## src/rtl/axi4_bridge_pkg.sv

```systemverilog
// Shared AXI4 constants and FSM state encodings for the single-beat AXI4 bridge.
package axi4_bridge_pkg;

    localparam logic [7:0] LEN_SINGLE  = 8'd0;
    localparam logic [2:0] SIZE_8B     = 3'b011;
    localparam logic [1:0] BURST_INCR  = 2'b01;
    localparam logic [1:0] RESP_OKAY   = 2'b00;
    localparam logic [1:0] RESP_SLVERR = 2'b10;
    localparam logic [1:0] RESP_DECERR = 2'b11;

    typedef enum logic [1:0] {
        RD_IDLE,
        RD_AR,
        RD_R,
        RD_DONE
    } rd_state_t;

    typedef enum logic [1:0] {
        WR_IDLE,
        WR_AW,
        WR_B,
        WR_DONE
    } wr_state_t;

endpackage

```

## src/rtl/axi4_bridge_wr.sv

```systemverilog
// Write-side FSM of the AXI4 bridge: issues AW and W together, retires each
// channel independently, then waits for the B response.
module axi4_bridge_wr
    import axi4_bridge_pkg::*;
#(
    parameter int ADDR_W = 32,
    parameter int DATA_W = 64
) (
    input  logic                clk,
    input  logic                rst,
    input  logic                req,
    input  logic [ADDR_W-1:0]   req_addr,
    input  logic [DATA_W-1:0]   req_data,
    input  logic [DATA_W/8-1:0] req_mask,
    output logic                done,
    output logic                err,
    output logic                awvalid,
    input  logic                awready,
    output logic [ADDR_W-1:0]   awaddr,
    output logic                wvalid,
    input  logic                wready,
    output logic [DATA_W-1:0]   wdata,
    output logic [DATA_W/8-1:0] wstrb,
    input  logic                bvalid,
    output logic                bready,
    input  logic [1:0]          bresp
);

    wr_state_t state_q;
    wr_state_t state_d;
    logic      aw_done_q;
    logic      w_done_q;
    logic [1:0] resp_q;

    always_ff @(posedge clk) begin
        if (!rst) begin
            state_q <= WR_IDLE;
        end else begin
            state_q <= state_d;
        end
    end

    // Each flag remembers that its channel handshook, so its valid stays low
    // while the other channel is still waiting; both clear on leaving WR_AW.
    always_ff @(posedge clk) begin
        if (!rst) begin
            aw_done_q <= 1'b0;
            w_done_q  <= 1'b0;
            awaddr    <= '0;
            wdata     <= '0;
            wstrb     <= '0;
            resp_q    <= RESP_OKAY;
        end else begin
            aw_done_q <= (state_q == WR_AW) && (state_d == WR_AW) && (aw_done_q || awready);
            w_done_q  <= (state_q == WR_AW) && (state_d == WR_AW) && (w_done_q || wready);
            if (state_q == WR_IDLE && req) begin
                awaddr <= req_addr;
                wdata  <= req_data;
                wstrb  <= req_mask;
            end
            if (state_q == WR_B && bvalid) begin
                resp_q <= bresp;
            end
        end
    end

    always_comb begin
        state_d = state_q;
        awvalid = 1'b0;
        wvalid  = 1'b0;
        bready  = 1'b0;
        done    = 1'b0;
        err     = 1'b0;
        case (state_q)
            WR_IDLE: begin
                if (req) begin
                    state_d = WR_AW;
                end
            end
            WR_AW: begin
                awvalid = !aw_done_q;
                wvalid  = !w_done_q;
                if ((aw_done_q || awready) && (w_done_q || wready)) begin
                    state_d = WR_B;
                end
            end
            WR_B: begin
                bready = 1'b1;
                if (bvalid) begin
                    state_d = WR_DONE;
                end
            end
            WR_DONE: begin
                done    = 1'b1;
                err     = (resp_q != RESP_OKAY);
                state_d = WR_IDLE;
            end
            default: state_d = WR_IDLE;
        endcase
    end

endmodule

```

## src/rtl/axi4_bridge.sv

```systemverilog
// Converts single-beat arbiter read/write requests into AXI4 master
// transactions; one outstanding transaction per direction.
module axi4_bridge
    import axi4_bridge_pkg::*;
#(
    parameter int ADDR_W = 32,
    parameter int DATA_W = 64,
    parameter int ID_W   = 4
) (
    input  logic                clk,
    input  logic                rst,
    input  logic                ar_e_i,
    input  logic                ar_id_i,
    input  logic [ADDR_W-1:0]   ar_addr_i,
    output logic [DATA_W-1:0]   r_data_o,
    output logic                r_id_o,
    output logic                r_over_o,
    output logic                r_err_o,
    input  logic                aw_e_i,
    input  logic [ADDR_W-1:0]   aw_addr_i,
    input  logic [DATA_W-1:0]   w_data_i,
    input  logic [DATA_W/8-1:0] w_mask_i,
    output logic                w_over_o,
    output logic                w_err_o,
    output logic                arvalid,
    input  logic                arready,
    output logic [ADDR_W-1:0]   araddr,
    output logic [ID_W-1:0]     arid,
    output logic [7:0]          arlen,
    output logic [2:0]          arsize,
    output logic [1:0]          arburst,
    input  logic                rvalid,
    output logic                rready,
    input  logic [DATA_W-1:0]   rdata,
    input  logic [ID_W-1:0]     rid,
    input  logic [1:0]          rresp,
    input  logic                rlast,
    output logic                awvalid,
    input  logic                awready,
    output logic [ADDR_W-1:0]   awaddr,
    output logic [ID_W-1:0]     awid,
    output logic [7:0]          awlen,
    output logic [2:0]          awsize,
    output logic [1:0]          awburst,
    output logic                wvalid,
    input  logic                wready,
    output logic [DATA_W-1:0]   wdata,
    output logic [DATA_W/8-1:0] wstrb,
    output logic                wlast,
    input  logic                bvalid,
    output logic                bready,
    input  logic [ID_W-1:0]     bid,
    input  logic [1:0]          bresp
);

    rd_state_t         rd_state_q;
    rd_state_t         rd_state_d;
    logic [ADDR_W-1:0] rd_addr_q;
    logic              rd_id_q;
    logic [1:0]        rd_resp_q;

    // With a single outstanding transaction per direction, response ids carry no information.
    logic unused_ids;
    assign unused_ids = ^{rid, bid};

    assign arlen   = LEN_SINGLE;
    assign arsize  = SIZE_8B;
    assign arburst = BURST_INCR;
    assign awlen   = LEN_SINGLE;
    assign awsize  = SIZE_8B;
    assign awburst = BURST_INCR;
    assign awid    = '0;
    assign wlast   = 1'b1;
    assign araddr  = rd_addr_q;
    assign arid    = ID_W'(rd_id_q);

    always_ff @(posedge clk) begin
        if (!rst) begin
            rd_state_q <= RD_IDLE;
        end else begin
            rd_state_q <= rd_state_d;
        end
    end

    // Only the rlast beat completes a read; stray non-last beats are accepted and dropped.
    always_ff @(posedge clk) begin
        if (!rst) begin
            rd_addr_q <= '0;
            rd_id_q   <= 1'b0;
            rd_resp_q <= RESP_OKAY;
            r_data_o  <= '0;
            r_id_o    <= 1'b0;
        end else begin
            if (rd_state_q == RD_IDLE && ar_e_i) begin
                rd_addr_q <= ar_addr_i;
                rd_id_q   <= ar_id_i;
            end
            if (rd_state_q == RD_R && rvalid && rlast) begin
                r_data_o  <= rdata;
                rd_resp_q <= rresp;
                r_id_o    <= rd_id_q;
            end
        end
    end

    always_comb begin
        rd_state_d = rd_state_q;
        arvalid    = 1'b0;
        rready     = 1'b0;
        r_over_o   = 1'b0;
        r_err_o    = 1'b0;
        case (rd_state_q)
            RD_IDLE: begin
                if (ar_e_i) begin
                    rd_state_d = RD_AR;
                end
            end
            RD_AR: begin
                arvalid = 1'b1;
                if (arready) begin
                    rd_state_d = RD_R;
                end
            end
            RD_R: begin
                rready = 1'b1;
                if (rvalid && rlast) begin
                    rd_state_d = RD_DONE;
                end
            end
            RD_DONE: begin
                r_over_o   = 1'b1;
                r_err_o    = (rd_resp_q != RESP_OKAY);
                rd_state_d = RD_IDLE;
            end
            default: rd_state_d = RD_IDLE;
        endcase
    end

    axi4_bridge_wr #(
        .ADDR_W(ADDR_W),
        .DATA_W(DATA_W)
    ) u_wr (
        .clk     (clk),
        .rst     (rst),
        .req     (aw_e_i),
        .req_addr(aw_addr_i),
        .req_data(w_data_i),
        .req_mask(w_mask_i),
        .done    (w_over_o),
        .err     (w_err_o),
        .awvalid (awvalid),
        .awready (awready),
        .awaddr  (awaddr),
        .wvalid  (wvalid),
        .wready  (wready),
        .wdata   (wdata),
        .wstrb   (wstrb),
        .bvalid  (bvalid),
        .bready  (bready),
        .bresp   (bresp)
    );

endmodule

```

## config.mk

```make
export PLATFORM = sky130hd
export DESIGN_NAME = axi4_bridge
export DESIGN_NICKNAME = d
export VERILOG_FILES = /design/src/rtl/axi4_bridge_pkg.sv /design/src/rtl/axi4_bridge_wr.sv /design/src/rtl/axi4_bridge.sv
export SDC_FILE = /design/constraint.sdc
export NUM_CORES = 1
export LEC_CHECK = 0
export ABC_AREA = 1
export CAP_MARGIN = 20
export CORE_AREA = 4 4 182 184
export DETAILED_ROUTE_END_ITERATION = 10
export DIE_AREA = 0 0 186 188
export PLACE_DENSITY = 0.66
export SLEW_MARGIN = 40
export SYNTH_ARGS = -nofsm -noshare
export SYNTH_HDL_FRONTEND = slang
export SYNTH_SLANG_ARGS = --single-unit
export TNS_END_PERCENT = 100
```

## constraint.sdc

```tcl
create_clock -name clk -period 3.15 [get_ports clk]
set_input_delay 0.945 -clock clk [delete_from_list [all_inputs] [get_ports clk]]
set_output_delay 0.945 -clock clk [all_outputs]
set_load 0.1 [all_outputs]
```

==> qor.yml, run 1 <==
status: "completed"
seq_area_frac_synth_pct: 54.44
drt-vias-per-instance: 4.197
post-cts-setup-buffer-count: 0
final_common_cell: "nor2_1"
vias: 7589
yosys_warnings: 0
whs_path_depth: 2
critPathCaptureType: "output port"
cts-root-buf: "clkbuf_16"
synthAdderAreaFrac_pct: 0.8024
min-delay-start: "r_data_o[1]"
reg2reg_slack_ps: 1330
holdBufCountCts: 0
gp_congestion: 0.7581
drive_above_1_share_pct: 19.49
place_ws_ps: 479.3
cap_violations: 0
critPathArrivalTime_ps: 1630
syn_area_mm2: 0.007796
postSynthCellCount: 986
setup_slack_ps: 571.9
grt_pass1_wl_um: 39320
synth_xor_area_share_pct: 0
multi_input_area_mm2: 0.002769
clock_sinks: 212
antenna_found_initial: 0
hold_path_end: "r_data_o[1]"
ir_drop_uv: 395.7
die_w_um: 186
crit_type: "flip-flop to output port"
slowest_stage: "dfxtp_1"
synth-compound-area-share_pct: 18.07
synth-simple-area-share_pct: 14.91
finalHoldViolCount: 0
p_per_area_mw_per_mm2: 842.6
grt_pass1_vias: 7274
track_usage_pct: 13.88
clk_pin_slew_ps: 60
fin_tns_setup_ps: 0
drt_wl_total_um: 26770
wire_per_inst_um: 14.80
fin_util_pct: 40.06
min_period_over_period_pct: 81.84
critPathMaxStageDelay_ps: 370
ant_nets: 0
layout.nets: 1617
cts-resized-gates: 0
max_freq_mhz: 387.9
min_period_ps: 2578
dr.pass1.iters: 4
dieArea_mm2: 0.03497
n_antenna_cell: 0
r2r_start: "rd_state_q[0]"
r2r_cells: 6
synth_top_family_by_area: "compound AO/OA/AOI/OAI gates"
crit_path_start_kind: "flip-flop"
grt_max_degree: 71
area_growth_pct: 61.31
numCtsBuffers: 24
cts-htree-levels: 1
clock_latency_ps: 520
core_mm2: 0.03139
cts_buffer_depth: 3
fin_skew_ps: 11.11
n_fill_cell: 3174
remaining_drc_errors: 0
finalMaxSlewViolations: 0
tritoncts: "done"
power.leakage_nw: 5.410
boundaryPins: 468
ys_types: 22
overflow: 0
drt-initial-drc-count: 257
layout_common_cells: "nor2_1, buf_4, clkdlybuf4s50_1, dfxtp_1, o21ai_0"
seqCellArea_mm2: 0.004244
hold_path.class: "flip-flop to flip-flop"
r2r_end: "r_data_o[48]"
ys_ff_latch: 212
power_mw: 10.60
die_y_um: 188
crit_path_max_fanout: 3
dp_hpwl_um: 19900
startpoint: "u_wr.state_q[0]"
syn_avg_cell_area_um2: 7.907
required_ps: 2200
rows: 65
start_util_pct: 24.83
synth_mux_area_share_pct: 0
setup_viol: 0
path_cells: "inv_1 -> nor2_1 -> inv_1 -> nor2_1 -> buf_4"
port_buffers: 425
whs_ps: 439.9
grt_setup_unrepaired: "false"
==> cells by family (layout without fill, tap and decap cells) <==
kind of cell	Yosys count	after routing
DFF	212	212
and+or+nand+nor	303	303
AOI/OAI and AO/OA	281	281
adders and majority gates	5	5
other	2	34
buffers and inverters	183	571
==> critical path, delay by kind of cell (launching register included) <==
kind	cells	cell delay (ps)
flip-flops	1	370
AND/OR/NAND/NOR	2	270
buffers and inverters	3	470
==> sequential cells by signal, summed over array words and instances (netlist names) <==
name	count
r_data_o	64
u_wr.wdata	64
araddr	32
u_wr.awaddr	32
u_wr.wstrb	8
rd_resp_q	2
rd_state_q	2
u_wr.resp_q	2
u_wr.state_q	2
r_id_o	1
rd_id_q	1
u_wr.aw_done_q	1
u_wr.w_done_q	1
==> cell usage after synthesis, drive strengths merged <==
cell type    n  area (um2)
a21oi       73       365.4
o21ai      207        1036
buf         67       475.5
clkbuf      33       123.9
nor2       283        1065
conb         2       7.510
nand3        4       25.02
dfxtp      212        4244
inv         83       311.6
ha           5       62.56
nand4        1       6.260
nand2       13       56.30
o21a         1       7.510
nor3         2       10.01
==> power by group <==
group	switching (mW)	internal (mW)
sequential	0.183	3.04
combinational	3.51	0.974
clock	1.14	1.75
total	4.84	5.76
==> worst max-delay path by stage <==
stage / endpoint / slack (ps) / cells after the start
2_1_floorplan: r_err_o / 220 / 2
3_3_place_gp: u_wr.wdata[14] / 530 / 6
3_5_place_dp: u_wr.wdata[14] / 480 / 6
4_1_cts: wvalid / 520 / 5
5_1_grt: wvalid / 470 / 5
6_report: wvalid / 570 / 5
==> stage by stage <==
step / instance area, um2 / cells
2_1_floorplan: 7916 / 1018
3_3_place_gp: 11760 / 1765
3_5_place_dp: 11760 / 1765
4_1_cts: 12580 / 1808
5_1_grt: 12580 / 1808
6_report: 12580 / 1808
==> per-layer routing <==
metal  up-vias  part of all wire, %  track usage [%]
li1       3873                    -                -
met1      3394                   41            16.53
met2       285                   48            24.30
met3        37                  9.0            4.248
met4         0                  2.0            3.335
met5         -                    0                0
==> area by class of cell <==
type                            instances  share of cell area [%]
Clock buffer                           36                   5.781
Inverter                               83                   2.477
Sequential cell                       212                   33.75
Timing Repair Buffer                  445                   31.30
Clock inverter                          7                  0.6766
Multi-Input combinational cell        623                   22.02
Tap cell                              402                   4.000
Power figures use the tool's default switching activity.
==> inputs of run 2 (changes only) <==
CORE_AREA = 4 4 181 183   (was 4 4 182 184)
DIE_AREA = 0 0 185 187   (was 0 0 186 188)
PLACE_DENSITY = 0.69   (was 0.66)
clock period = 2.07 ns   (was 3.15 ns; I/O delays follow)
==> run 2 against run 1 <==
Net effect: die area fell by 1.1%; clock skew shrank 6.7 ps; setup slack got worse by 520 ps; utilization is 9.3 points higher.
==> qor.yml, run 2 (synthesized netlist as in run 1, its figures left out) <==
critPathCaptureType: "output port"
ir_drop_uv: 800.8
largest_registers: "r_data_o (64), u_wr.wdata (64)"
crit_path_max_fanout: 3
grt_pass1_vias: 7842
tritoncts: "done"
fin_area_mm2: 0.01542
cts-root-buf: "clkbuf_16"
r2r_cells: 8
area_growth_pct: 97.83
clk_pin_slew_ps: 60
gp_congestion: 0.8110
min-delay-start: "rd_resp_q[1]"
antenna_found_initial: 4
r2r_end: "araddr[24]"
crit_path_start_kind: "flip-flop"
place_area_mm2: 0.01455
cts-htree-levels: 1
dr.pass1.iters: 5
min_period_over_period_pct: 97.67
boundaryPins: 468
layout.nets: 1627
track_usage_pct: 15.54
drt-initial-drc-count: 278
core_mm2: 0.03123
whs_path_depth: 2
required_ps: 1450
fin_skew_ps: 4.368
port_buffers: 425
r2r_start: "rd_state_q[1]"
power.leakage_nw: 6.136
ant_nets: 0
drt_wl_total_um: 28670
dp_hpwl_um: 22100
cap_violations: 0
dieArea_mm2: 0.03460
max_freq_mhz: 494.6
grt_pass1_wl_um: 43070
cts_buffer_depth: 3
layout_common_cells: "nor2_1, buf_12, clkdlybuf4s50_1, dfxtp_1, o21ai_0"
hold_path_end: "rd_resp_q[1]"
hold_path.class: "flip-flop to flip-flop"
crit_type: "flip-flop to output port"
overflow: 0
p_per_area_mw_per_mm2: 1153
critPathArrivalTime_ps: 1400
setup_slack_ps: 48.15
grt_max_degree: 66
drive_above_1_share_pct: 21.15
fin_util_pct: 49.39
start_util_pct: 24.96
reg2reg_slack_ps: 460
remaining_drc_errors: 0
drt-vias-per-instance: 4.303
rows: 65
grt_setup_unrepaired: "true"
finalMaxSlewViolations: 0
die_y_um: 187
vias: 7827
power_mw: 17.78
wire_per_inst_um: 15.76
setup_viol: 0
status: "completed"
clock_latency_ps: 510
place_ws_ps: 45.56
min_period_ps: 2022
finalHoldViolCount: 0
clock_sinks: 212
die_w_um: 185
numCtsBuffers: 25
final_common_cell: "nor2_1"
-- run 2: cell count changes in the layout (fill, tap and decap cells not counted), sizes merged --
cell,change
bufinv,-1
buf,+9
clkbuf,-1
diode,+3
clkinvlp,+2
inv,-1
-- run 2: power breakdown --
part / internal [mW] / total [mW] / switching [mW]
Clock: 2.50 / 4.23 / 1.72
Sequential: 4.64 / 5.22 / 0.580
Combinational: 2.89 / 8.34 / 5.45
Total: 10.0 / 17.8 / 7.75
-- run 2: routing by layer --
| layer | vias up | GRT usage, % | wire length (um) |
|---|---|---|---|
| met5 | - | 0 | 20 |
| met4 | 4 | 5.759 | 1203 |
| met3 | 62 | 5.095 | 2509 |
| met2 | 306 | 28.04 | 14460 |
| met1 | 3555 | 16.77 | 10480 |
| li1 | 3900 | - | - |
-- run 2: how the worst max path moves through the flow --
stage | start | endpoint | slack [ps] | depth (start not counted)
6_report | u_wr.state_q[0] | awvalid | 50 | 5
5_1_grt | u_wr.state_q[0] | wvalid | -30 | 5
4_1_cts | u_wr.state_q[0] | wvalid | -60 | 5
3_5_place_dp | aw_e_i | u_wr.wdata[31] | 50 | 6
3_3_place_gp | aw_e_i | u_wr.wdata[30] | 120 | 6
2_1_floorplan | u_wr.state_q[0] | awvalid | -410 | 4
-- run 2: per-stage QoR --
stage	std cells	hold WS, ps	TNS [ps]
final	1819	455.5	0
after CTS	1815	416.8	-98.89
after floorplan	1018	423.7	-1113
after global placement	1772	434.7	0
after detailed placement	1772	454.8	0
after global routing	1818	452.6	-74.74
-- run 2: area by class of cell --
type / count / area [um2]
sequential: 212 / 4257
tap: 402 / 503.0
clock buffer: 35 / 713.2
multi-input combinational: 623 / 2831
clock inverter: 7 / 65.06
fill: 2794 / 15810
antenna: 3 / 7.507
timing repair buffer: 454 / 6731
inverter: 83 / 315.3
-- run 2: repair_timing --
| action | 4_1_cts | 5_1_grt |
|---|---|---|
| setup buffers | 1 | 1 |
| endpoints found under the hold margin | 0 | 0 |
| hold buffers | 0 | 0 |
| resized for setup | 21 | 2 |
| pin swaps | 2 | 2 |
| endpoints found under the setup margin | 8 | 4 |
-- run 2: critical path, cell delays in order (launching register included) --
cell	delay (ps)
dfxtp_4	380
inv_4	40
nor2_4	90
inv_2	60
nor2_2	120
buf_12	190
==> inputs of run 3 (changes only) <==
MAX_ROUTING_LAYER = met4   (was default)
==> run 3 against run 2 <==
Net effect: critical endpoint unchanged; worst hold slack about the same; critical path depth unchanged; utilization about the same; fmax about the same; largest cell class unchanged; clock skew about the same; count of clock-buffer cells in the layout unchanged; flip-flop and latch count unchanged.
==> qor.yml, run 3 (synthesized netlist as in run 1, its figures left out) <==
start_util_pct: 24.96
slowest_stage: "dfxtp_4"
crit_path_start_kind: "flip-flop"
critPathMaxStageDelay_ps: 380
grt_pass1_vias: 7877
port_buffers: 425
cap_violations: 0
drt-vias-per-instance: 4.297
dieArea_mm2: 0.03460
fin_skew_ps: 3.941
cts-htree-levels: 1
dp.cells: 1772
tritoncts: "done"
grt_max_degree: 66
setup_viol: 0
required_ps: 1450
ir_drop_uv: 795.8
die_w_um: 185
fin_tns_setup_ps: 0
gp_congestion: 0.8229
finalHoldViolCount: 0
critPathArrivalTime_ps: 1400
status: "completed"
switchingPower_mw: 7.750
cts-root-buf: "clkbuf_16"
power.leakage_nw: 6.136
max_freq_mhz: 494.9
drt-initial-drc-count: 294
critPathCaptureType: "output port"
ant_nets: 0
dr.pass1.iters: 5
finalMaxSlewViolations: 0
crit_type: "flip-flop to output port"
p_comb_share_pct: 46.9
antenna_found_initial: 4
die_y_um: 187
power_mw: 17.78
dp_hpwl_um: 22100
clk_pin_slew_ps: 60
fin_area_mm2: 0.01543
drive_above_1_share_pct: 21.15
grt_pass1_wl_um: 42900
p_per_area_mw_per_mm2: 1153
cts_buffer_depth: 3
core_mm2: 0.03123
numCtsBuffers: 25
clock_sinks: 212
p_clk_share_pct: 23.8
grt_setup_unrepaired: "true"
p_int_mw: 10.03
clock_latency_ps: 510
layout_common_cells: "nor2_1, buf_12, clkdlybuf4s50_1, dfxtp_1, o21ai_0"
min_period_over_period_pct: 97.61
boundaryPins: 468
holdBufCountCts: 0
vias: 7820
switching_share_pct: 43.59
layout.nets: 1627
hold_path.class: "flip-flop to flip-flop"
path_cells: "inv_4 -> nor2_4 -> inv_2 -> nor2_2 -> buf_12"
rows: 65
seqPwrFrac_pct: 29.3
track_usage_pct: 15.99
area_growth_pct: 97.86
reg2reg_slack_ps: 460
place_area_mm2: 0.01455
remaining_drc_errors: 0
overflow: 0
final_common_cell: "nor2_1"
final_cells: 1820
drt_wl_total_um: 28670
wire_per_inst_um: 15.75
crit_path_max_fanout: 3
min_period_ps: 2021
largest_registers: "r_data_o (64), u_wr.wdata (64)"
run 3: cell count changes in the layout (fill, tap and decap cells not counted):
cell     delta
diode_2     +1
run 3: power by group through the flow:
stage,sequential [mW],combinational (mW),clock [mW]
floorplan,8.56,1.72,0
global placement,5.25,8.25,0
detailed placement,5.28,8.32,0
CTS,5.22,8.37,4.38
global route,5.28,8.67,4.55
finish,5.21,8.34,4.23
run 3: worst paths after layout:
| check | startpoint | end | cells after the start |
|---|---|---|---|
| worst max register to register | rd_state_q[1] | araddr[24] | 8 |
| worst min register to register | rd_resp_q[1] | rd_resp_q[1] | 2 |
| worst max-delay path | u_wr.state_q[0] | awvalid | 5 |
| worst min-delay path | rd_resp_q[1] | rd_resp_q[1] | 2 |
run 3: what timing repair did:
| item | CTS | global route |
|---|---|---|
| pin swaps | 2 | 2 |
| gates resized for setup | 21 | 2 |
| setup buffers | 1 | 1 |
| setup endpoints to repair | 8 | 4 |
run 3: routing by layer:
layer	part of all wire, %	wire, um	global-route usage [%]
met5	0	0	-
met4	4.2	1198	5.759
met3	8.5	2445	4.726
met2	50	14480	28.00
met1	37	10560	17.02
run 3: final cells by class:
type	instances	area, um2
multi-input combinational	623	2831
timing repair buffer	454	6731
clock inverter	7	65.06
sequential	212	4257
clock buffer	35	713.2
antenna	4	10.01
tap	402	503.0
fill	2795	15800
inverter	83	315.3
run 3: stage by stage:
stage	hold slack [ps]	setup WS (ps)	util, %
after floorplan	423.7	-405.0	-
after global placement	434.7	119.8	46.60
after detailed placement	454.8	45.56	46.60
after CTS	416.8	-61.59	49.30
after global routing	452.6	-32.46	49.40
final	455.7	49.43	49.40
run 3: critical path: cells and delay by family, from the launching register on:
family        cells  cell delay [ps]
flops             1              380
buf+inv           3              290
simple gates      2              210
